$ cat config.mk
export PLATFORM = sky130hd
export DESIGN_NAME = reg_bank_reader
export DESIGN_NICKNAME = d
export VERILOG_FILES = /design/src/rtl/reg_bank_reader.sv
export SDC_FILE = /design/constraint.sdc
export NUM_CORES = 1
export LEC_CHECK = 0
export ABC_AREA = 1
export BUFFER_PORTS_ARGS = -buffer_cell sky130_fd_sc_hd__buf_4
export CAP_MARGIN = 0
export CORE_MARGIN = 2
export CORE_UTILIZATION = 50
export DETAILED_ROUTE_END_ITERATION = 8
export GPL_TIMING_DRIVEN = 0
export PLACE_DENSITY_LB_ADDON = 0.08
export SKIP_CTS_REPAIR_TIMING = 1
export SYNTH_ARGS = -nofsm -noshare
export SYNTH_HDL_FRONTEND = slang
export SYNTH_SLANG_ARGS = --single-unit
$ cat constraint.sdc
create_clock -name clk -period 2 [get_ports clk]
set_input_delay 0.3 -clock clk [delete_from_list [all_inputs] [get_ports clk]]
set_output_delay 0.3 -clock clk [all_outputs]
set_load 0.01 [all_outputs]
$ cat src/rtl/reg_bank_reader.sv
// Readback engine for a bank of one-bit registers: snapshots the bank on request
// and streams the frozen copy out one bit per valid/ready transfer.
module reg_bank_reader #(
    parameter int WIDTH     = 8,
    parameter bit MSB_FIRST = 1'b0
) (
    input  logic             clk,
    input  logic             reset,
    input  logic             req,
    input  logic [WIDTH-1:0] bits_in,
    input  logic             ready,
    output logic             out,
    output logic             valid,
    output logic             last,
    output logic             busy,
    output logic             done
);

    localparam int             CW       = $clog2(WIDTH) + 1;
    localparam logic [CW-1:0] LAST_CNT = CW'(WIDTH - 1);

    typedef enum logic {
        IDLE,
        SHIFT
    } state_e;

    state_e           state_q, state_d;
    logic [WIDTH-1:0] shadow_q, shadow_d;
    logic [CW-1:0]    cnt_q, cnt_d;
    logic             done_q, done_d;

    logic             in_shift;
    logic             at_last;
    logic [CW-1:0]    bit_idx;
    logic [WIDTH-1:0] shifted;

    assign in_shift = (state_q == SHIFT);
    assign at_last  = (cnt_q == LAST_CNT);

    // NOTE: every variable gets a default before the case so no path leaves it
    // unassigned; otherwise synthesis infers a latch to hold the old value.
    always_comb begin
        state_d  = state_q;
        shadow_d = shadow_q;
        cnt_d    = cnt_q;
        done_d   = 1'b0;
        case (state_q)
            IDLE: begin
                if (req) begin
                    shadow_d = bits_in;
                    cnt_d    = '0;
                    state_d  = SHIFT;
                end
            end
            SHIFT: begin
                if (ready) begin
                    if (at_last) begin
                        // Wrap to zero so the counter never holds WIDTH.
                        cnt_d   = '0;
                        state_d = IDLE;
                        done_d  = 1'b1;
                    end else begin
                        cnt_d = cnt_q + CW'(1);
                    end
                end
            end
            default: state_d = IDLE;
        endcase
    end

    // NOTE: state registers use non-blocking assignments so every flop samples
    // the pre-edge values regardless of statement order.
    always_ff @(posedge clk or posedge reset) begin
        if (reset) begin
            state_q  <= IDLE;
            shadow_q <= '0;
            cnt_q    <= '0;
            done_q   <= 1'b0;
        end else begin
            state_q  <= state_d;
            shadow_q <= shadow_d;
            cnt_q    <= cnt_d;
            done_q   <= done_d;
        end
    end

    // Outputs decode registered state only; ready and req never reach them.
    assign bit_idx = MSB_FIRST ? (LAST_CNT - cnt_q) : cnt_q;
    assign shifted = shadow_q >> bit_idx;

    assign out   = in_shift & shifted[0];
    assign valid = in_shift;
    assign busy  = in_shift;
    assign last  = in_shift & at_last;
    assign done  = done_q;

endmodule

==> results.md, run 1 <==
- Status: finished clean
- Final ANT Viol Nets: 0
- Total GRT Usage: between 15 and 20%
- Crit path top cell by count: nand2_1
- Clock Skew: 0.00376 ns
- Power Density: around 1300 nW/um^2
- Die W: 41.2 um
- Gp weighted congestion: 0.807
- Htree depth: 1
- CP Data Arrival Time: around 1.4 ns
- Netlist cell types: 17
- Chip height: just over 40 um
- CP Max Fanout: 7
- CP max stage cell: dfrtp_1
- IO Port Bufs: 16
- Initial DRC Count: 9
- Area share of the largest cell type after synthesis: between 50 and 60%
- Largest cells by area after synthesis: dfrtp_1 (51%), nand2_1 (8.7%), mux2_2 (6.5%)
- Comb pwr share: approximately 43%
- Die footprint: 1690 um^2
- Syn Inst Count: 78
- Routed wire length: 1160 um
- Worst-Margin Slew: 0.528 ns
- Critical path class: reg -> out
- Fin nets: ~110
- Min cycle time layout: 1.68 ns
- Dpl hpwl: around 900 um
- Vias in the first global route: 503
- CTS tree: yes
- DRC: 0
- CTS Buf Count: 3
- LEAKAGE: 0.450 nW
- # fillers: ~120
- RSZ-0062 raised after global routing: false
- Final Hold Violating Endpoints: 0
- Peak VDD IR: approximately 0.0007 V
- Flop pwr share: 43.7%
- Worst rel slew slack: 64.8%
- Leading area contributor after synthesis: dfrtp_1
- Net switching power: 432 uW
- Diodes inserted: 0
- Clk_lat worst skew: around 0.28 ns
- Hold crit path type: in -> async
- Initial Util: between 50% and 60%
- Total Power: 1.14 mW
- Commonest non-fill, non-tap cell in the layout: buf_4
- Yosys synthesis warning count: 0
- Worst-path clk slew: 0.08 ns
- Setup TNS: 0 ns
- Clk buf depth: 2
- Worst-path cell chain: inv_2 -> nand2_1 -> nand3_1 -> nand2_1 -> nand2_1 -> nand2_1 -> nor2_1 -> buf_4
- Seq/Total Area, Yosys: about half
- First-pass GRT wire length: approximately 1900 um
- Most frequent cells in the layout: buf_4 (17), nand2_1 (16), dfrtp_1 (14)
- Slew Viols, Final: 0
- Final period utilization: 83.9%
- Crit. End Element: output port
- Max-Cap Viols: 0
- Setup crit start kind: flop
- Wire length per cell: 10.3 um
- Final global-route overflow total: 0
- Clock tree root buffer cell: clkbuf_4
- CP peak stage delay: 0.47 ns
- Via count: 569
- P&R area growth vs syn: 23.4%
- Required time of the critical path: 1.70 ns
- Fmax: 596 MHz
- Post-Syn Nets: 91
- I/O pin count: 17
- Seq. cell area: about 350 um^2
- Layout cells sized above 1: 30.9%
- Area of the core: 1300 um^2
- Synth Cell Area: a little under 700 um^2
- Row cnt: 13
- Power share of the clock group: ~14%
- Final setup viols: 0
- Internal power: 707 uW
- Initial DRT Pass Iterations: 4
- #FFs+latches synth: 14
- Vias per cell: 5.08
- Switch share: 37.9%
- Clock Sinks: 14
- Synthesized area per cell: about 9 um^2
- Area of the multi-input gates: 284 um^2
- Initial antenna violation count: 0
- Pin count of the biggest net entering global routing: 15
critical path: cells and delay by family, from the launching register on:
kind	cells	cell delay (ns)
AND/OR/NAND/NOR	6	0.37
buffers and inverters	2	0.26
flip-flops	1	0.47
cells in the mapped netlist:
cell,instances
a31oi_1,1
ha_1,1
xor2_1,1
mux2_2,4
nand2_1,16
buf_8,1
o21ai_0,1
dfrtp_1,14
inv_1,7
nor2_1,12
a21oi_2,1
nand2_4,2
buf_4,1
inv_2,2
o21ai_1,3
nand3_1,7
a21oi_1,4
worst paths after layout:
path,to,startpoint,cells after the start,slack [ns]
setup / recovery,out,bit_idx[0],8,0.32
hold reg to reg,shadow_q[5],shadow_q[5],1,0.51
min in group clk,shadow_q[6],bits_in[6],2,0.25
max in group asynchronous,bit_idx[1],reset,2,1.60
hold / removal,shadow_q[1],reset,2,0.05
setup reg to reg,bit_idx[3],bit_idx[0],4,0.82
state kept, by name, summed over array words and instances (netlist names):
register  cells
bit_idx       4
done          1
shadow_q      8
busy          1
per-stage QoR:
stage          hold slack [ns]  instances  setup slack, ns  instance area (um^2)  utilization (%)
6_report                0.0496        112            0.322                   852             65.5
4_1_cts                 0.0683        112            0.322                   852             65.5
3_5_place_dp             0.372        109            0.636                   830             63.7
5_1_grt                 0.0887        112            0.208                   852             65.5
3_3_place_gp             0.373        109            0.636                   830             63.7
2_1_floorplan            0.189         78            0.767                   691                -
kinds of logic after synthesis:
group	synth area share [%]
AND/OR/NAND/NOR	23.5
flip-flops	50.7
buffers and inverters	8.15
AO/OA/AOI/OAI	7.97
multiplexers	6.52
XOR/XNOR	1.27
adder cells (fa/ha/maj)	1.81
cell type report:
type / instances / share of cell area, %
sequential: 14 / 41.1
multi-input combinational: 53 / 33.3
timing repair buffer: 16 / 14.1
inverter: 9 / 3.96
clock buffer: 3 / 2.64
buffer: 2 / 2.64
tap: 15 / 2.20
layer usage:
| metal | share of wire (%) | vias up | track usage (%) | wire [um] |
|---|---|---|---|---|
| met5 | 0 | - | 0 | 0 |
| met1 | 47 | 256 | 22.4 | 542 |
| met3 | 7.1 | 2 | 6.52 | 82 |
| li1 | - | 295 | - | - |
| met2 | 45 | 16 | 27.7 | 516 |
| met4 | 1.5 | 0 | 7.26 | 17 |
power by group through the flow:
stage / Clock, mW / Sequential [mW] / Combinational (mW)
finish: 0.157 / 0.498 / 0.485
global route: 0.172 / 0.521 / 0.561
CTS: 0.160 / 0.498 / 0.492
detailed placement: 0 / 0.504 / 0.490
global placement: 0 / 0.501 / 0.479
floorplan: 0 / 0.483 / 0.356
(Power assumes the default switching activity.)
==> inputs of run 2 (changes only) <==
Settings changed: CORE_UTILIZATION 50 to 49.
Clock period 2 ns to 1.55 ns, I/O delays scaled along.
==> results.md, run 2 (same netlist as run 1, synthesis figures left out) <==
- Setup TNS: -0.0522 ns (-0.0522 ns)
- Hold Worst Slack: -0.0205 ns (-0.0701 ns)
- Diodes inserted: 0 (unchanged)
- Initial DRT Pass Iterations: 6 (+2)
- Commonest non-fill, non-tap cell in the layout: buf_4
- Final ANT Viol Nets: 0 (unchanged)
- Initial antenna violation count: 0 (unchanged)
- Reg2reg path depth: 4 (unchanged)
- DRC: 0 (unchanged)
- CP Max Fanout: 7 (unchanged)
- Clk_lat worst skew: 0.28 ns (about the same)
- Crit path top cell by count: nand2_1
- CTS tree: yes
- Wire length per cell: 11.2 um (+8.0%)
- CP max stage cell: dfrtp_2
- Vias per cell: 5.21 (+2.6%)
- Routed wire length: 1250 um (+8.0%)
- Most frequent cells in the layout: buf_4 (17), nand2_1 (15), dfrtp_1 (13)
- Final Hold Violating Endpoints: 14 (+14)
- LEAKAGE: 0.451 nW (+0.11%)
- Clk buf depth: 2 (unchanged)
- # fillers: 123 (+5.1%)
- Final period utilization: 103%
- Worst rel slew slack: 65.3% (+0.56 points)
- Pin count of the biggest net entering global routing: 15 (unchanged)
- Final setup viols: 2 (+2)
- Fmax: between 600 and 700 MHz
- Row cnt: 13 (unchanged)
- R2r setup slk: 0.41 ns (-0.41 ns)
- RSZ-0062 raised after global routing: true
- Area of the multi-input gates: 294 um^2 (+3.5%)
- Area of the core: 1300 um^2 (unchanged)
- IO Port Bufs: 16 (unchanged)
- Min cycle time layout: 1.60 ns
- Die W: 41.5 um (+0.92%)
- Smallest setup slack after layout: -0.0505 ns (-0.372 ns)
- Crit. End Element: output port
- Gp weighted congestion: 0.807 (unchanged)
- Required time of the critical path: 1.32 ns (-0.38 ns)
- P&R area growth vs syn: 25.4%
- Seq. cell area: 352 um^2 (+0.36%)
- I/O pin count: 17 (unchanged)
- Clock Skew: 0.00337 ns (-0.000394 ns)
- Initial DRC Count: 8 (-1)
- Htree depth: 1 (unchanged)
- Dpl hpwl: 918 um (+1.3%)
- Total Power: 1.52 mW (+34%)
- Fin nets: 112 (unchanged)
- Clock Sinks: 14 (unchanged)
- Worst r2r src: bit_idx[0]
- Most flops, register: shadow_q
- Setup crit start kind: flop
- Reg-to-reg endpoint: bit_idx[3]
- Worst-path clk slew: 0.08 ns (about the same)
- Power Density: 1760 nW/um^2 (+31%)
- Via count: 584 (+2.6%)
- Critical path class: reg -> out
- Die footprint: 1730 um^2 (+1.9%)
- Setup WS pre-CTS: 0.247 ns (-0.389 ns)
- First-pass GRT wire length: 2260 um (+18%)
- Clock tree root buffer cell: clkbuf_4
- Peak VDD IR: 0.000936 V (+36%)
- Worst-path cell chain: inv_4 -> nand2_1 -> nand3_1 -> nand2_1 -> nand2_1 -> nand2_1 -> nor2_1 -> buf_4
- Chip height: 41.5 um (+0.92%)
- Vias in the first global route: 577 (+15%)
- Total GRT Usage: 17.1% (-0.83 points)
- Worst-Margin Slew: 0.520 ns (-0.00834 ns)
- Max-Cap Viols: 0 (unchanged)
- CTS Buf Count: 3 (unchanged)
- CP Data Arrival Time: 1.37 ns (about the same)
- Slew Viols, Final: 0 (unchanged)
- Final global-route overflow total: 0 (unchanged)
- Status: finished with violations
- Failing checks: negative hold slack, negative setup slack
- Layout cells sized above 1: 35.1% (+4.1 points)
- Initial Util: 53.1% (unchanged)
- Hold crit path type: in -> async
- CP peak stage delay: 0.48 ns (about the same)
- Max FFs per register: 8 (unchanged)
run 2: cell types whose count changed in the layout (fill, tap and decap cells not counted):
cell,before,now
dfrtp_1,14,13
inv_4,0,1
nand2_2,0,1
nand2_1,16,15
ha_1,1,0
dfrtp_2,0,1
inv_2,2,1
nand3_1,7,6
ha_2,0,1
nand3_2,0,1
run 2: critical path, delay by kind of cell, from the launching register on:
family	cells	cell delay, ns
and+or+nand+nor	6	0.38
DFF	1	0.48
buffers and inverters	2	0.22
run 2: worst max path at each step:
stage	cells after the start	slack (ns)	endpoint	from
2_1_floorplan	3	0.38	last	bit_idx[0]
3_3_place_gp	4	0.25	last	bit_idx[0]
3_5_place_dp	8	0.25	out	bit_idx[0]
4_1_cts	8	-0.08	out	bit_idx[0]
5_1_grt	8	-0.12	out	bit_idx[0]
6_report	8	-0.05	out	bit_idx[0]
run 2: layer usage:
metal | GRT usage [%] | part of all wire [%] | up-vias
met3 | 6.09 | 4.7 | 2
li1 | - | - | 291
met5 | 0 | 0 | -
met1 | 21.1 | 45 | 276
met4 | 7.74 | 0.64 | 0
met2 | 26.6 | 50 | 15
run 2: area by class of cell:
cell class / instances / share of cell area [%]
sequential: 14 / 40.6
multi-input combinational: 53 / 34.0
timing repair buffer: 16 / 13.9
inverter: 9 / 4.19
clock buffer: 3 / 2.60
buffer: 2 / 2.60
tap: 15 / 2.17
run 2: where the power goes:
group          leakage, nW  switching, mW  internal (mW)  total [mW]
combinational        0.274          0.341          0.318       0.658
clock               0.0138          0.117         0.0902       0.207
sequential           0.163          0.134          0.523       0.657
run 2: through the flow:
stage               instances  util [%]  area, um^2
floorplan                  78         -         691
global placement          109      63.7         830
detailed placement        109      63.7         830
CTS                       112      65.5         852
global route              112      66.5         866
finish                    112      66.5         866
